### config.mk
export PLATFORM = sky130hd
export DESIGN_NAME = spi_xfer_ctrl
export DESIGN_NICKNAME = d
export VERILOG_FILES = /design/src/rtl/spi_xfer_ctrl_pkg.sv /design/src/rtl/spi_xfer_ctrl_gap.sv /design/src/rtl/spi_xfer_ctrl.sv
export SDC_FILE = /design/constraint.sdc
export NUM_CORES = 1
export LEC_CHECK = 0
export ABC_AREA = 0
export CAP_MARGIN = 30
export CORE_ASPECT_RATIO = 1.4
export CORE_MARGIN = 5
export CORE_UTILIZATION = 45
export CTS_CLUSTER_DIAMETER = 100
export DETAILED_ROUTE_END_ITERATION = 8
export GPL_ROUTABILITY_DRIVEN = 0
export PLACE_DENSITY = 0.9
export SYNTH_ARGS = -nofsm -noshare
export SYNTH_HDL_FRONTEND = slang
export SYNTH_SLANG_ARGS = --single-unit
### constraint.sdc
create_clock -name clk_i -period 2.77 [get_ports clk_i]
set_clock_uncertainty 0.15 [all_clocks]
set_input_delay 0.4155 -clock clk_i [delete_from_list [all_inputs] [get_ports clk_i]]
set_output_delay 0.4155 -clock clk_i [all_outputs]
set_load 0.005 [all_outputs]
### src/rtl/spi_xfer_ctrl_pkg.sv
// ============================================================================
// spi_xfer_ctrl_pkg : state encodings, default CS gaps and helpers for the SPI transfer sequencer
// Rev 1.0
// ============================================================================
`default_nettype none

package spi_xfer_ctrl_pkg;

  localparam int DEF_SETUP_CYCLES = 2;
  localparam int DEF_HOLD_CYCLES  = 2;

  localparam logic [2:0] ST_IDLE     = 3'b000;
  localparam logic [2:0] ST_CS_SETUP = 3'b001;
  localparam logic [2:0] ST_TX_REQ   = 3'b010;
  localparam logic [2:0] ST_TX_WAIT  = 3'b011;
  localparam logic [2:0] ST_SHIFT    = 3'b100;
  localparam logic [2:0] ST_RX_PUSH  = 3'b101;
  localparam logic [2:0] ST_CS_HOLD  = 3'b110;

  // A full RX FIFO only blocks the write when overwrite is not allowed.
  function automatic logic rx_blocked(input logic full, input logic overwrite);
    return full & ~overwrite;
  endfunction

endpackage

`default_nettype wire

### src/rtl/spi_xfer_ctrl_gap.sv
// ============================================================================
// spi_gap_counter : loadable down-counter that times the CS setup/hold gaps
// Rev 1.0
// ============================================================================
`default_nettype none

module spi_gap_counter #(
  parameter int GAP_WIDTH = 4
) (
  input  logic                 clk_i,
  input  logic                 arst_n_i,
  input  logic                 soft_rst_i,
  input  logic                 load_i,
  input  logic [GAP_WIDTH-1:0] load_val_i,
  input  logic                 dec_i,
  output logic                 zero_o
);

  logic [GAP_WIDTH-1:0] r_count;

  always_ff @(posedge clk_i or negedge arst_n_i) begin
    if (!arst_n_i) begin
      r_count <= '0;
    end else if (soft_rst_i) begin
      r_count <= '0;
    end else if (load_i) begin
      r_count <= load_val_i;
    end else if (dec_i && (r_count != '0)) begin
      r_count <= r_count - 1'b1;
    end
  end

  assign zero_o = (r_count == '0);

endmodule

`default_nettype wire

### src/rtl/spi_xfer_ctrl.sv
// ============================================================================
// spi_xfer_ctrl : burst sequencer moving words TX FIFO -> shift engine -> RX FIFO with CS gaps
// Rev 1.0
// ============================================================================
`default_nettype none

module spi_xfer_ctrl
  import spi_xfer_ctrl_pkg::*;
#(
  parameter int DATA_WIDTH   = 16,
  parameter int CNT_WIDTH    = 8,
  parameter int GAP_WIDTH    = 4,
  parameter int SETUP_CYCLES = DEF_SETUP_CYCLES,
  parameter int HOLD_CYCLES  = DEF_HOLD_CYCLES
) (
  input  logic                  clk_i,
  input  logic                  arst_n_i,
  input  logic                  soft_rst_i,
  input  logic                  start_i,
  input  logic [CNT_WIDTH-1:0]  xfer_len_i,
  input  logic                  rx_en_i,
  output logic                  busy_o,
  output logic                  done_o,
  output logic                  stall_o,
  output logic [CNT_WIDTH-1:0]  remaining_o,
  output logic                  ss_n_o,
  input  logic                  tx_empty_i,
  output logic                  tx_req_o,
  input  logic                  tx_resp_i,
  input  logic [DATA_WIDTH-1:0] tx_data_i,
  output logic                  tx_ack_o,
  output logic                  shift_start_o,
  output logic [DATA_WIDTH-1:0] shift_data_o,
  input  logic                  shift_done_i,
  input  logic [DATA_WIDTH-1:0] shift_data_i,
  input  logic                  rx_full_i,
  input  logic                  rx_overwrite_i,
  output logic                  rx_req_o,
  output logic [DATA_WIDTH-1:0] rx_data_o,
  input  logic                  rx_ack_i
);

  localparam logic [GAP_WIDTH-1:0] c_SETUP = GAP_WIDTH'(SETUP_CYCLES);
  localparam logic [GAP_WIDTH-1:0] c_HOLD  = GAP_WIDTH'(HOLD_CYCLES);

  logic [2:0]            r_state;
  logic                  r_rx_en;
  logic                  r_busy;
  logic                  r_done;
  logic                  r_stall;
  logic [CNT_WIDTH-1:0]  r_remaining;
  logic                  r_ss_n;
  logic                  r_tx_req;
  logic                  r_tx_ack;
  logic                  r_shift_start;
  logic [DATA_WIDTH-1:0] r_shift_data;
  logic                  r_rx_req;
  logic [DATA_WIDTH-1:0] r_rx_data;

  logic                  w_gap_zero;
  logic                  w_gap_load;
  logic [GAP_WIDTH-1:0]  w_gap_val;
  logic                  w_gap_dec;
  logic                  w_rx_blocked;
  logic                  w_word_done;
  logic [CNT_WIDTH-1:0]  w_rem_next;
  logic                  w_last_word;
  logic                  w_start_burst;

  assign w_start_burst = (r_state == ST_IDLE) && start_i && (xfer_len_i != '0);
  assign w_rx_blocked  = rx_blocked(rx_full_i, rx_overwrite_i);

  // A word completes on shift_done when RX is discarded, or on the accepted RX write.
  assign w_word_done = ((r_state == ST_SHIFT) && shift_done_i && !r_rx_en) ||
                       ((r_state == ST_RX_PUSH) && !w_rx_blocked && r_rx_req && rx_ack_i);
  assign w_rem_next  = r_remaining - 1'b1;
  assign w_last_word = w_word_done && (w_rem_next == '0);

  assign w_gap_load = w_start_burst || w_last_word;
  assign w_gap_val  = (r_state == ST_IDLE) ? c_SETUP : c_HOLD;
  assign w_gap_dec  = (r_state == ST_CS_SETUP) || (r_state == ST_CS_HOLD);

  spi_gap_counter #(
    .GAP_WIDTH (GAP_WIDTH)
  ) u_gap (
    .clk_i      (clk_i),
    .arst_n_i   (arst_n_i),
    .soft_rst_i (soft_rst_i),
    .load_i     (w_gap_load),
    .load_val_i (w_gap_val),
    .dec_i      (w_gap_dec),
    .zero_o     (w_gap_zero)
  );

  always_ff @(posedge clk_i or negedge arst_n_i) begin
    if (!arst_n_i) begin
      r_state       <= ST_IDLE;
      r_rx_en       <= 1'b0;
      r_busy        <= 1'b0;
      r_done        <= 1'b0;
      r_stall       <= 1'b0;
      r_remaining   <= '0;
      r_ss_n        <= 1'b1;
      r_tx_req      <= 1'b0;
      r_tx_ack      <= 1'b0;
      r_shift_start <= 1'b0;
      r_shift_data  <= '0;
      r_rx_req      <= 1'b0;
      r_rx_data     <= '0;
    end else if (soft_rst_i) begin
      r_state       <= ST_IDLE;
      r_rx_en       <= 1'b0;
      r_busy        <= 1'b0;
      r_done        <= 1'b0;
      r_stall       <= 1'b0;
      r_remaining   <= '0;
      r_ss_n        <= 1'b1;
      r_tx_req      <= 1'b0;
      r_tx_ack      <= 1'b0;
      r_shift_start <= 1'b0;
      r_shift_data  <= '0;
      r_rx_req      <= 1'b0;
      r_rx_data     <= '0;
    end else begin
      r_done        <= 1'b0;
      r_tx_ack      <= 1'b0;
      r_shift_start <= 1'b0;
      case (r_state)
        ST_IDLE: begin
          if (start_i) begin
            if (xfer_len_i == '0) begin
              r_done <= 1'b1;
            end else begin
              r_remaining <= xfer_len_i;
              r_rx_en     <= rx_en_i;
              r_busy      <= 1'b1;
              r_ss_n      <= 1'b0;
              r_state     <= ST_CS_SETUP;
            end
          end
        end
        ST_CS_SETUP: begin
          if (w_gap_zero) r_state <= ST_TX_REQ;
        end
        ST_TX_REQ: begin
          if (tx_empty_i) begin
            r_stall <= 1'b1;
          end else begin
            r_stall  <= 1'b0;
            r_tx_req <= 1'b1;
            r_state  <= ST_TX_WAIT;
          end
        end
        ST_TX_WAIT: begin
          // Dropping the request with the ack keeps the FIFO to a single read.
          if (tx_resp_i) begin
            r_shift_data  <= tx_data_i;
            r_tx_req      <= 1'b0;
            r_tx_ack      <= 1'b1;
            r_shift_start <= 1'b1;
            r_state       <= ST_SHIFT;
          end
        end
        ST_SHIFT: begin
          if (shift_done_i && r_rx_en) begin
            r_rx_data <= shift_data_i;
            r_state   <= ST_RX_PUSH;
          end
        end
        ST_RX_PUSH: begin
          if (w_rx_blocked) begin
            r_stall  <= 1'b1;
            r_rx_req <= 1'b0;
          end else begin
            r_stall  <= 1'b0;
            r_rx_req <= !(r_rx_req && rx_ack_i);
          end
        end
        ST_CS_HOLD: begin
          if (w_gap_zero) begin
            r_ss_n  <= 1'b1;
            r_busy  <= 1'b0;
            r_done  <= 1'b1;
            r_state <= ST_IDLE;
          end
        end
        default: r_state <= ST_IDLE;
      endcase
      if (w_word_done) begin
        r_remaining <= w_rem_next;
        r_state     <= w_last_word ? ST_CS_HOLD : ST_TX_REQ;
      end
    end
  end

  assign busy_o        = r_busy;
  assign done_o        = r_done;
  assign stall_o       = r_stall;
  assign remaining_o   = r_remaining;
  assign ss_n_o        = r_ss_n;
  assign tx_req_o      = r_tx_req;
  assign tx_ack_o      = r_tx_ack;
  assign shift_start_o = r_shift_start;
  assign shift_data_o  = r_shift_data;
  assign rx_req_o      = r_rx_req;
  assign rx_data_o     = r_rx_data;

endmodule

`default_nettype wire

==> out/results.ini <==
[global_route]
antenna_found_initial = 0
grt_pass1_wl_um = 12150
grt_pass1_vias = 2607
grt_usage_pct = 18.07
gr-total-overflow = 0
grt_max_degree = 39

[cts]
cts-root-buf = clkbuf_8
clock-sinks = 55
h-tree-depth = 2
path_clk_slew_ps = 100
post_cts_buffers = 0
clockBufferDepth = 2
numCtsBuffers = 5
cts_tree = built
clk_latency_ps = 300
cts_resized = 0

[sta]
worst_pin_slew_ps = 870.2
hold_violations = 0
rsz0062_at_grt = no
setup_viol = 0
max_freq_mhz = 424.8
post-route-min-period_ps = 2354
fin_tns_setup_ps = 0
slew_headroom_pct = 41.45
period_share_pct = 84.99
maxSlewViolCount = 0

[worst_setup_path]
path_delay_family = compound AO/OA/AOI/OAI gates
max_stage_delay_ps = 710
worstSetupStartpointType = flop
worstPathRequired_ps = 2850
crit_buf_inv = 1
path_cells = nand3b_2 -> o32ai_4 -> buf_4 -> o2111a_1 -> nor4_2 -> nor3b_2
critPathMaxFanout = 14
rrSetupSlack_ps = 420
cp_slowest_cell = dfrtp_1
critPathKind = reg -> reg
cp.arrival_ps = 2430
endpoint_kind = flop

[yosys]
yosysTopAreaCell = dfrtp_1
synth_most_common_cell = dfrtp_1
ys_warn_count = 0
yosysUniqueCellTypes = 53
syn-cell-area_um2 = 2854
ys_ff_latch = 55
synth_nets = 341
netlist_top_cells_count = 54 x dfrtp_1, 43 x nand2_1, 32 x nor2_1
async_flop_share_pct = 100.0
synth.avg_cell_area_um2 = 9.979
seq_area_frac_synth_pct = 48.27
synth-edff-count = 0
synth.area.top_cells = dfrtp_1 47%, mux2i_1 6.7%, nand2_1 5.7%, a21oi_1 4.2%, nor2_1 4.2%
syn_inst = 286
synth_top_flop_cell = dfrtp_1
synth_top_area_share_pct = 47.35

[pwr]
p_leak_nw = 1.711
p_per_area_nw_per_um2 = 645.2
ir_drop_uv = 381.0

[route]
vias = 2506
remaining_drc_errors = 0
final_antenna_net_count = 0
drt_first_pass_iters = 4
drt-wirelength-per-cell_um = 15.98
wirelength_um = 7256
drtIter0Drc = 207
vias_per_cell = 5.520

[floorplanning]
die_x_um = 77.31
core_um2 = 6211
die_h_um = 104.2
floorplan.rows = 34
initial_core_util_pct = 45.95
io_pins = 99
die-area_um2 = 8058

[placed_design]
port_buffers = 98
dp_hpwl_um = 5446
place_inst = 445

[final_layout]
drive_gt1_share_pct = 7.592
layout.cells.non_filler = 454
fin_nets = 436
fillCellCount = 531
areaGrowthSynthToFinish_pct = 39.24
antenna_cells = 0

[run]
max-cap-violations = 0

[min_path]
hp-class = reg -> reg

[status]
status = finished, final reports clean

-- flip-flops by register name (all words and copies together), names as in the netlist --
register and count:
r_state 3, shift_data_o 16, remaining_o 8, ss_n_o 1, u_gap.r_count 4, tx_req_o 1, stall_o 1, r_rx_en 1
done_o 1, busy_o 1, rx_data_o 16, rx_req_o 1, shift_start_o 1
-- worst min-delay path: cells and delay by family (launching register included) --
kind,cells,cell delay (ps)
DFF,1,380
AOI/OAI and AO/OA,1,80
buffers and inverters,1,40
-- routing by layer --
layer	track usage [%]	share of wire, %	vias to the layer above
li1	-	-	1189
met1	21.13	38	1215
met2	31.87	54	90
met3	4.333	5.8	12
met4	6.020	2.2	0
met5	0	0	-
-- final timing paths --
check                      cells past startpoint           end  startpoint
setup / recovery                               6    r_state[2]  r_state[2]
hold / removal                                 2        ss_n_o      ss_n_o
setup reg to reg                               6    r_state[2]  r_state[2]
hold reg to reg                                2        ss_n_o      ss_n_o
max in group asynchronous                      3        ss_n_o    arst_n_i
min in group asynchronous                      2  rx_data_o[2]    arst_n_i
-- where the power goes --
group          internal, mW  switching, mW
sequential            0.910          0.119
combinational         0.527          0.542
clock                 0.206          0.261
total                  1.64          0.921
-- what timing repair did --
action	4_1_cts	5_1_grt
endpoints found under the setup margin	0	0
endpoints found under the hold margin	17	0
hold buffers	1	0
-- kinds of logic (layout without fill, tap and decap cells) --
family          Yosys count  count (layout)  synth area share, %
mux                      20              20                7.058
fa+ha+maj                 4               4                1.754
xor+xnor                  3               3               0.9208
compound gates           65              65                16.44
buf+inv                  28             124                4.910
flops                    55              55                48.27
simple gates            111             111                20.65
-- cells in the final DEF, fill, tap and decap left out, drive strengths merged, types with 6 or more instances in the layout --
master / count
a21oi: 24
buf: 10
clkbuf: 7
clkdlybuf4s50: 96
dfrtp: 54
inv: 9
mux2i: 19
nand2: 43
nor2: 32
nor2b: 6
nor4: 9
o21ai: 10
-- per-stage QoR --
stage	hold WS, ps	setup WS (ps)	cell area [um^2]	util, %	power [mW]
floorplan	-30.09	779.3	2854	-	1.717
global placement	221.4	330.5	3869	62.29	2.068
detailed placement	223.2	298.0	3869	62.29	2.107
CTS	358.1	450.9	3974	63.98	2.576
global route	403.3	302.1	3974	63.98	2.739
finish	351.2	415.8	3974	63.98	2.564
-- cell type report --
type                       instances  area (um^2)  share of cell area, %
sequential                        55         1378                  34.67
multi-input combinational        203         1336                  33.63
timing repair buffer             107         1041                  26.20
tap                               72        90.09                  2.267
clock buffer                       7        86.33                  2.173
inverter                           9        33.78                 0.8501
clock inverter                     1        8.758                 0.2204
Power figures use the tool's default switching activity.
